## src/rtl/fb_arbiter.sv

```systemverilog
// Single-port framebuffer sequencer: VGA reads win, captured pixels drain via a small FIFO.
// Optional FB_CLEAR_EN macro adds a whole-frame clear engine (clr_start / clr_busy).
module fb_arbiter #(
    parameter int FIFO_DEPTH = 4,
    parameter int FB_W       = 160,
    parameter int FB_H       = 144,
    parameter int ADDR_W     = 15
) (
    input  logic              vga_clk,
    input  logic              reset_n,
    input  logic              wr_valid,
    output logic              wr_ready,
    input  logic [7:0]        wr_x,
    input  logic [7:0]        wr_y,
    input  logic [1:0]        wr_data,
    input  logic              rd_req,
    input  logic [ADDR_W-1:0] rd_addr,
    output logic              rd_valid,
    output logic [1:0]        rd_data,
    output logic [ADDR_W-1:0] mem_addr,
    output logic              mem_we,
    output logic [1:0]        mem_wdata,
    input  logic [1:0]        mem_rdata,
    output logic [7:0]        drop_cnt
`ifdef FB_CLEAR_EN
    ,
    input  logic              clr_start,
    output logic              clr_busy
`endif
);
    localparam int PW = $clog2(FIFO_DEPTH);
    localparam logic [PW:0] DEPTH_C = (PW+1)'(FIFO_DEPTH);
    localparam logic [7:0] W8 = 8'(FB_W);
    localparam logic [7:0] H8 = 8'(FB_H);

    logic [ADDR_W-1:0] q_addr [FIFO_DEPTH];
    logic [1:0]        q_data [FIFO_DEPTH];
    logic [PW-1:0]     wp;
    logic [PW-1:0]     rp;
    logic [PW:0]       cnt;
    logic              full;
    logic              empty;
    logic              in_range;
    logic              accept;
    logic              push;
    logic              pop;
    logic              clr_act;
    logic [ADDR_W-1:0] clr_addr;
    logic [ADDR_W-1:0] pix_addr;
    logic              rd_s1;

    assign full     = (cnt == DEPTH_C);
    assign empty    = (cnt == '0);
    assign in_range = (wr_x < W8) && (wr_y < H8);
    assign accept   = wr_valid && wr_ready;
    assign push     = accept && in_range;
    assign pop      = !rd_req && !clr_act && !empty;
    assign rd_data  = mem_rdata;

    // y*160 + x built from shifts so no multiplier is inferred
    assign pix_addr = (ADDR_W'(wr_y) << 7) + (ADDR_W'(wr_y) << 5)
                    + ADDR_W'(wr_x);

`ifdef FB_CLEAR_EN
    localparam logic [ADDR_W-1:0] LAST = ADDR_W'(FB_W * FB_H - 1);

    assign clr_act  = clr_busy;
    assign wr_ready = reset_n && !full && !clr_busy;

    always_ff @(posedge vga_clk or negedge reset_n) begin
        if (!reset_n) begin
            clr_busy <= 1'b0;
            clr_addr <= '0;
        end else if (!clr_busy) begin
            if (clr_start) begin
                clr_busy <= 1'b1;
                clr_addr <= '0;
            end
        end else if (!rd_req) begin
            clr_addr <= clr_addr + 1'b1;
            if (clr_addr == LAST)
                clr_busy <= 1'b0;
        end
    end
`else
    assign clr_act  = 1'b0;
    assign clr_addr = '0;
    assign wr_ready = reset_n && !full;
`endif

    always_ff @(posedge vga_clk) begin
        if (push) begin
            q_addr[wp] <= pix_addr;
            q_data[wp] <= wr_data;
        end
    end

    always_ff @(posedge vga_clk or negedge reset_n) begin
        if (!reset_n) begin
            wp  <= '0;
            rp  <= '0;
            cnt <= '0;
        end else begin
            if (push)
                wp <= wp + 1'b1;
            if (pop)
                rp <= rp + 1'b1;
            if (push && !pop)
                cnt <= cnt + 1'b1;
            else if (pop && !push)
                cnt <= cnt - 1'b1;
        end
    end

    always_ff @(posedge vga_clk or negedge reset_n) begin
        if (!reset_n) begin
            drop_cnt <= '0;
        end else if (accept && !in_range && drop_cnt != 8'hFF) begin
            drop_cnt <= drop_cnt + 1'b1;
        end
    end

    always_ff @(posedge vga_clk or negedge reset_n) begin
        if (!reset_n) begin
            mem_addr  <= '0;
            mem_we    <= 1'b0;
            mem_wdata <= '0;
        end else if (rd_req) begin
            mem_addr <= rd_addr;
            mem_we   <= 1'b0;
        end else if (clr_act) begin
            mem_addr  <= clr_addr;
            mem_we    <= 1'b1;
            mem_wdata <= 2'd0;
        end else if (!empty) begin
            mem_addr  <= q_addr[rp];
            mem_we    <= 1'b1;
            mem_wdata <= q_data[rp];
        end else begin
            mem_we <= 1'b0;
        end
    end

    // RAM answers one cycle after mem_addr, so valid trails rd_req by two
    always_ff @(posedge vga_clk or negedge reset_n) begin
        if (!reset_n) begin
            rd_s1    <= 1'b0;
            rd_valid <= 1'b0;
        end else begin
            rd_s1    <= rd_req;
            rd_valid <= rd_s1;
        end
    end
endmodule

```

## config.mk

```make
export PLATFORM = sky130hd
export DESIGN_NAME = fb_arbiter
export DESIGN_NICKNAME = d
export VERILOG_FILES = /design/src/rtl/fb_arbiter.sv
export SDC_FILE = /design/constraint.sdc
export NUM_CORES = 1
export LEC_CHECK = 0
export CAP_MARGIN = 30
export CORE_MARGIN = 5
export CORE_UTILIZATION = 40
export DETAILED_ROUTE_END_ITERATION = 7
export PLACE_DENSITY = 0.63
export SYNTH_ARGS = -nofsm -noshare
export SYNTH_HDL_FRONTEND = slang
export SYNTH_SLANG_ARGS = --single-unit
export TNS_END_PERCENT = 10
```

## constraint.sdc

```tcl
create_clock -name vga_clk -period 2.55 [get_ports vga_clk]
set_input_delay 0.3825 -clock vga_clk [delete_from_list [all_inputs] [get_ports vga_clk]]
set_output_delay 0.3825 -clock vga_clk [all_outputs]
set_load 0.05 [all_outputs]
```

==> flow_summary_export.csv, run 1 <==
group,metric,value,unit
critical_path,critPathCaptureType,"register",
clock_network,ctsHoldBuffers,0,
critical_path,path_class,"input pin to register",
global_routing,grt-busiest-layer,"met2",
timing,setup_viol,0,
clock_network,htreeDepth,3,
placed_design,dp_hpwl,6650,µm
layout,multi_input_area,1620,µm²
pwr,cellPowerDensity,968,nW/µm²
clock_network,clk_path_buf_depth,2,
pwr,p_leak,2.36,nW
placed_design,placedCellCount,523,
pwr,vdd_drop_max,0.627,mV
global_routing,overflow,0,
synthesis,synth_cell_types,41,
layout,seq_area,2920,µm²
synthesis,synth_edf_count,68,
route,drt_pass1_iterations,6,
timing,period_minus_slack,2.40,ns
route,ant_nets,0,
layout,final_layout_size_suffix_gt1_share,18.6,%
synthesis,syn_area,4640,µm²
floorplanning,die_h,118,µm
global_routing,grt_pass1_vias,2866,
outcome,status,"finished clean",
critical_path,critPathBufInv,2,
critical_path,slowest_delay,0.49,ns
synthesis,synth_compound_area_share,3.64,%
synthesis,avgSynthCellArea,15.7,µm²
placed_design,io_buffer_count,64,
synthesis,yosysWarnings,0,
synthesis,synth_nets,359,
timing,finalMaxSlewViolations,0,
floorplanning,pin_count,69,
layout,syn2layout_area_growth,29.1,%
route,viasPerCell,4.96,
timing,maxSlewHeadroom,65.6,%
floorplanning,dieArea,13800,µm²
route,via_count,2683,
critical_path,worst_path_max_delay_cell,"clkdlybuf4s50_1",
clock_network,cts_tree,"built",
synthesis,synthCells,296,
global_routing,met1_usage,17.8,%
global_routing,track_usage,13.8,%
floorplanning,die_x,118,µm
hold_path,hold_class,"input pin to asynchronous set/reset pin",
route,drc,0,
global_routing,grt_pass1_wl,15200,µm
timing,rsz0062_at_grt,"no",
critical_path,startpoint_type,"input pin",
floorplanning,rows,39,
synthesis,synthMuxAreaShare,13.9,%
clock_network,path_clk_slew,0.07,ns
floorplanning,initial_core_util,40.8,%
critical_path,worstPathRequired,2.61,ns
layout,layoutNonFillerInstCount,541,
critical_path,crit_path_cell_trace,"clkdlybuf4s50_1 -> ha_1 -> ha_2 -> inv_1 -> fa_2 -> nor2b_1 -> o21ai_2 -> a21oi_2 -> mux2i_1 -> o2111ai_2",
route,drt-initial-drc-count,178,
global_routing,gr-usage-met3,3.75,%
synthesis,synth_ff_type,"edfxtp_1",
critical_path,crit_arrival,2.46,ns
synthesis,yosys.area_share.adder,6.96,%
placed_design,place_congestion,0.790,
timing,fmax,0.417,GHz
synthesis,synth_top_family_by_area,"multiplexers",
clock_network,clk-insertion-delay-late,0.34,ns
clock_network,cts_sinks,103,
timing,period_share,94.1,%
layout,mostFrequentLayoutCells,"edfxtp_1 (68), clkdlybuf4s50_1 (57), dfrtp_1 (35), buf_4 (35), nand2_1 (21)",
global_routing,grt_max_degree,37,
synthesis,yosysSeqAreaShare,62.9,%
timing,worst_pin_slew,0.515,ns
run,cap_viol_max_count,0,
synthesis,synth_xor_xnor_area_share,3.40,%
layout,fill_cells,946,
timing,skew,0.00433,ns
global_routing,use_met2,22.6,%
clock_network,cts_made_buffers,9,
pwr,report.power.total,0.00579,W
critical_path,crit_fanout,4,
layout,antenna_cells,0,
synthesis,synth-seq-cells,103,
clock_network,clockRootBuffer,"clkbuf_16",
layout,nets,456,
floorplanning,core_area,11400,µm²
synthesis,synthSimpleGateAreaFrac,5.99,%
critical_path,cp_top_family,"adder cells",
synthesis,async_reset_ff_share,34.0,%
global_routing,antenna_found_initial,0,
route,finalWirelength,9190,µm
layout,layout_commonest_cell,"edfxtp_1",
route,post_drt_wl_per_cell,17.0,µm
timing,timing_hold_violations_final,0,
==> cell usage after synthesis, types with 2 or more instances <==
| cell | count | share of area (%) |
|---|---|---|
| and3_1 | 3 | 0.40 |
| ha_1 | 21 | 5.7 |
| xnor2_1 | 13 | 2.5 |
| nand3_1 | 3 | 0.32 |
| dfrtp_1 | 35 | 19 |
| a21oi_1 | 3 | 0.32 |
| buf_2 | 5 | 0.54 |
| nor2_1 | 9 | 0.73 |
| clkbuf_1 | 3 | 0.24 |
| nor2b_1 | 2 | 0.27 |
| nor3_1 | 2 | 0.22 |
| edfxtp_1 | 68 | 44 |
| buf_4 | 2 | 0.32 |
| fa_1 | 3 | 1.3 |
| and2_1 | 4 | 0.54 |
| xor2_1 | 5 | 0.94 |
| inv_1 | 14 | 1.1 |
| nand4_1 | 5 | 0.67 |
| buf_6 | 2 | 0.49 |
| mux4_1 | 11 | 6.2 |
| o21ai_0 | 20 | 2.2 |
| nand2_1 | 21 | 1.7 |
| mux2_2 | 4 | 0.97 |
| mux2i_1 | 16 | 3.5 |
| mux4_2 | 6 | 2.9 |
==> routing by layer <==
| metal | wire length (µm) | up-vias |
|---|---|---|
| met5 | 0 | - |
| met4 | 134 | 0 |
| met3 | 422 | 9 |
| met2 | 4580 | 63 |
| met1 | 4040 | 1307 |
| li1 | - | 1304 |
==> worst paths after layout <==
check / start / endpoint / cells after the start / slack (ns)
worst max-delay path: wr_x[5] / q_addr[3][14]$_DFFE_PP_ / 10 / 0.15
worst min-delay path: reset_n / mem_addr[14]$_DFFE_PN0P_ / 2 / 0.12
worst max register to register: cnt[0]$_DFFE_PN0P_ / cnt[2]$_DFFE_PN0P_ / 9 / 0.49
worst min register to register: rd_s1$_DFF_PN0_ / rd_valid$_DFF_PN0_ / 0 / 0.35
max in group asynchronous: reset_n / mem_addr[9]$_DFFE_PN0P_ / 2 / 2.10
min in group vga_clk: rd_s1$_DFF_PN0_ / rd_valid$_DFF_PN0_ / 0 / 0.35
==> registers in the layout (all words and copies together), names as in the netlist <==
register / cells
mem_we: 1
wp: 2
q_addr: 60
cnt: 3
drop_cnt: 8
rp: 2
rd_s1: 1
mem_wdata: 2
rd_valid: 1
mem_addr: 15
q_data: 8
==> layout make-up <==
class	count	share of cell area, %
timing repair buffer	99	15.4
inverter	14	0.878
sequential	103	48.8
clock inverter	6	1.00
tap	143	2.99
clock buffer	10	3.99
multi-input combinational	166	27.0
==> cells by family after synthesis <==
kind of cell / Yosys count
buffers and inverters: 27
AO/OA/AOI/OAI: 30
adder cells (fa/ha/maj): 24
multiplexers: 38
AND/OR/NAND/NOR: 56
flip-flops: 103
XOR/XNOR: 18
==> what timing repair did <==
| item | 4_1_cts | 5_1_grt |
|---|---|---|
| buffers inserted | 1 | 1 |
| gates resized for setup | 6 | 9 |
| setup endpoints to repair | 12 | 16 |
| pin swaps | 7 | 6 |
==> metrics by stage <==
stage,setup TNS (ns),hold WS (ns),instance area [µm²],util [%],setup slack (ns)
floorplan,0,0.0869,4640,-,0.132
global placement,-6.04,0.332,5620,49.4,-0.466
detailed placement,-8.07,0.338,5620,49.4,-0.582
CTS,-0.0000442,0.133,5950,52.3,-0.0000442
global route,0,0.173,5980,52.6,0.0398
finish,0,0.117,5980,52.6,0.149
==> power by group <==
group	switching (W)	total, W	leakage, nW	internal, W
sequential	0.000220	0.00232	1.03	0.00210
combinational	0.00122	0.00212	1.18	0.000902
clock	0.000571	0.00135	0.146	0.000782
total	0.00201	0.00579	2.36	0.00378
(Power assumes the default switching activity.)
==> inputs of run 2 (changes only) <==
--- a/config.mk
+++ b/config.mk
@@ -5,11 +5,12 @@
 export SDC_FILE = /design/constraint.sdc
 export NUM_CORES = 1
 export LEC_CHECK = 0
+export ABC_AREA = 1
 export CAP_MARGIN = 30
 export CORE_MARGIN = 5
 export CORE_UTILIZATION = 40
 export DETAILED_ROUTE_END_ITERATION = 7
-export PLACE_DENSITY = 0.63
+export PLACE_DENSITY = 0.62
 export SYNTH_ARGS = -nofsm -noshare
 export SYNTH_HDL_FRONTEND = slang
 export SYNTH_SLANG_ARGS = --single-unit
==> constraint.sdc (replaced) <==
create_clock -name vga_clk -period 2.4 [get_ports vga_clk]
set_input_delay 0.36 -clock vga_clk [delete_from_list [all_inputs] [get_ports vga_clk]]
set_output_delay 0.36 -clock vga_clk [all_outputs]
set_load 0.05 [all_outputs]
==> run 2 against run 1 <==
  * Die area grew 7.6%
  * Cell count grew 40%
  * Clock skew up 0.0028 ns
  * Flip-flop and latch count did not move
  * Setup slack got worse by 0.047 ns
  * Critical path type unchanged
  * Largest cell class unchanged
  * Largest power group is now combinational logic
==> flow_summary_export.csv, run 2 <==
group,metric,value,unit
outcome,status,"finished clean",
pwr,p_leak,2.62,nW
layout,reg_top3,"q_addr (60), mem_addr (15)",
global_routing,antenna_found_initial,0,
synthesis,synth.most_common_cell,"nand2_1",
synthesis,synthCells,504,
synthesis,synth_nets,567,
hold_path,hold_class,"input pin to asynchronous set/reset pin",
synthesis,synth_edf_count,68,
global_routing,grt-busiest-layer,"met2",
route,drt-initial-drc-count,210,
synthesis,yosysSeqAreaShare,58.1,%
synthesis,synth-seq-cells,103,
timing,worst_pin_slew,0.598,ns
floorplanning,die_h,122,µm
clock_network,clk-insertion-delay-late,0.35,ns
critical_path,path_class,"input pin to register",
timing,setup_viol,0,
layout,syn2layout_area_growth,24.8,%
placed_design,dp_hpwl,7180,µm
global_routing,overflow,0,
route,drt_pass1_iterations,4,
synthesis,async_reset_ff_share,34.0,%
placed_design,place_congestion,0.774,
floorplanning,die_x,122,µm
timing,skew,0.00717,ns
critical_path,worstPathRequired,2.56,ns
synthesis,avgSynthCellArea,9.97,µm²
synthesis,synth_top_area_cell,"edfxtp_1",
synthesis,synth_ff_type,"edfxtp_1",
global_routing,met1_usage,20.4,%
route,ant_nets,0,
critical_path,startpoint_type,"input pin",
synthesis,syn_area,5020,µm²
layout,nets,646,
synthesis,yosys-top-cells-area,"edfxtp_1 (41%), dfrtp_1 (17%), nand2_1 (7.5%)",
clock_network,cts_tree,"built",
route,viasPerCell,4.66,
layout,fin_area,6270,µm²
clock_network,path_clk_slew,0.07,ns
timing,maxSlewHeadroom,60.1,%
route,finalWirelength,10500,µm
global_routing,grt_pass1_wl,17500,µm
critical_path,crit_arrival,2.45,ns
floorplanning,rows,41,
critical_path,regToRegSetupSlack,0.39,ns
synthesis,synth_top_cell_area_share,40.6,%
critical_path,critPathCaptureType,"register",
global_routing,track_usage,15.4,%
synthesis,synth_cell_types,33,
timing,whs,0.156,ns
global_routing,grt_max_degree,37,
route,drc,0,
synthesis,yosysWarnings,0,
timing,finalMaxSlewViolations,0,
floorplanning,initial_core_util,40.3,%
global_routing,use_met2,23.9,%
timing,period_minus_slack,2.30,ns
timing,timing_hold_violations_final,0,
clock_network,clockRootBuffer,"clkbuf_16",
layout,regMostFlops,"q_addr",
pwr,vdd_drop_max,0.558,mV
clock_network,htreeDepth,3,
pwr,cellPowerDensity,1030,nW/µm²
layout,final_layout_size_suffix_gt1_share,11.2,%
layout,layout_commonest_cell,"nand2_1",
critical_path,crit_fanout,4,
route,post_drt_wl_per_cell,13.8,µm
layout,antenna_cells,0,
route,via_count,3544,
global_routing,grt_pass1_vias,3554,
global_routing,gr-usage-met3,4.04,%
critical_path,reg2reg_from,"cnt[0]$_DFFE_PN0P_",
layout,mostFrequentLayoutCells,"nand2_1 (100), nor2_1 (79), edfxtp_1 (68), clkdlybuf4s50_1 (62), inv_1 (49)",
clock_network,cts_sinks,103,
clock_network,clk_path_buf_depth,2,
timing,fmax,0.435,GHz
clock_network,post_cts_buffers,0,
critical_path,crit_end,"q_addr[1][10]$_DFFE_PP_",
placed_design,placed_area,5960,µm²
layout,largest_reg_flops,60,
critical_path,startpoint,"wr_y[0]",
critical_path,rr_endpoint,"cnt[2]$_DFFE_PN0P_",
floorplanning,pin_count,69,
clock_network,cts_made_buffers,9,
floorplanning,core_area,12500,µm²
run,cap_viol_max_count,0,
floorplanning,dieArea,14900,µm²
timing,period_share,95.7,%
critical_path,worstRegToRegCells,9,
placed_design,io_buffer_count,64,
synthesis,synth_commonest_cells,"nand2_1 (101), nor2_1 (79), edfxtp_1 (68), inv_1 (49), o21ai_0 (37)",
run 2: cell count changes after synthesis, moves of 6 or more:
| cell | delta |
|---|---|
| o21ai_1 | +17 |
| nand3_1 | +24 |
| mux4_2 | -6 |
| mux2i_1 | -16 |
| inv_1 | +35 |
| nand2_1 | +80 |
| nor2_2 | +8 |
| mux4_1 | -11 |
| xnor2_1 | -10 |
| nor2_1 | +70 |
| o21ai_0 | +17 |
run 2: metal layers:
metal  vias to the layer above  wire length [µm]
met5                         -                 0
met4                         0               174
met3                        13               660
met2                        82              4860
met1                      1639              4820
li1                       1810                 -
run 2: report_power, final:
part	total, W	switching (W)	internal, W	leakage [nW]
Clock	0.00144	0.000616	0.000821	0.150
Combinational	0.00253	0.00164	0.000890	1.44
Sequential	0.00248	0.000266	0.00222	1.03
Total	0.00645	0.00252	0.00393	2.62
run 2: worst max-delay path: stages:
cell             delay, ns
clkdlybuf4s50_1       0.47
inv_1                 0.06
fa_1                  0.52
fa_1                  0.48
o21ai_2               0.20
buf_4                 0.13
xor2_1                0.23
run 2: layout make-up:
type	instances	area (µm²)
inverters	56	218
well taps	172	215
fillers	1153	6200
clock buffers	12	278
clock inverters	4	26.3
flip-flops and latches	103	2920
multi-input cells	328	1760
repair buffers	85	853
run 2: worst min-delay path by stage:
stage          slack [ns]  cells after the start                        to
4_1_cts              0.18                      2  mem_addr[14]$_DFFE_PN0P_
3_5_place_dp         0.34                      0        rd_valid$_DFF_PN0_
3_3_place_gp         0.33                      0        rd_valid$_DFF_PN0_
2_1_floorplan        0.06                      0        cnt[0]$_DFFE_PN0P_
6_report             0.16                      2  mem_addr[11]$_DFFE_PN0P_
5_1_grt              0.20                      2  mem_addr[14]$_DFFE_PN0P_
run 2: cells by family after synthesis:
family                     count (synthesis)  share of synthesized area (%)
and+or+nand+nor                          228                           19.8
DFF                                      103                           58.1
buffers and inverters                     73                           7.02
AOI/OAI and AO/OA                         65                           6.68
adders and majority gates                 24                           6.43
xor gates and xnor gates                  10                           1.74
muxes                                      1                          0.224
run 2: timing repair:
item	in CTS	in global routing
hold buffers	0	0
setup endpoints to repair	0	16
resized for setup	0	2
run 2: metrics by stage:
stage	util [%]	TNS, ns	instances	power [W]	setup WS [ns]
6_report	50.3	0	760	0.00645	0.103
5_1_grt	50.3	-0.0865	760	0.00688	-0.0216
4_1_cts	50.2	0	760	0.00654	0.0605
3_5_place_dp	47.8	-6.53	744	0.00509	-0.314
3_3_place_gp	47.8	-5.01	744	0.00502	-0.253
2_1_floorplan	-	0	504	0.00432	0.286
==> inputs of run 3 (changes only) <==
--- a/config.mk
+++ b/config.mk
@@ -9,6 +9,7 @@
 export CAP_MARGIN = 30
 export CORE_MARGIN = 5
 export CORE_UTILIZATION = 40
+export CTS_BUF_LIST = sky130_fd_sc_hd__clkbuf_4 sky130_fd_sc_hd__clkbuf_8 sky130_fd_sc_hd__clkbuf_16
 export DETAILED_ROUTE_END_ITERATION = 7
 export PLACE_DENSITY = 0.62
 export SYNTH_ARGS = -nofsm -noshare
==> results of run 3 <==
No change in the layout: final DEF, timing and power equal those of run 2.
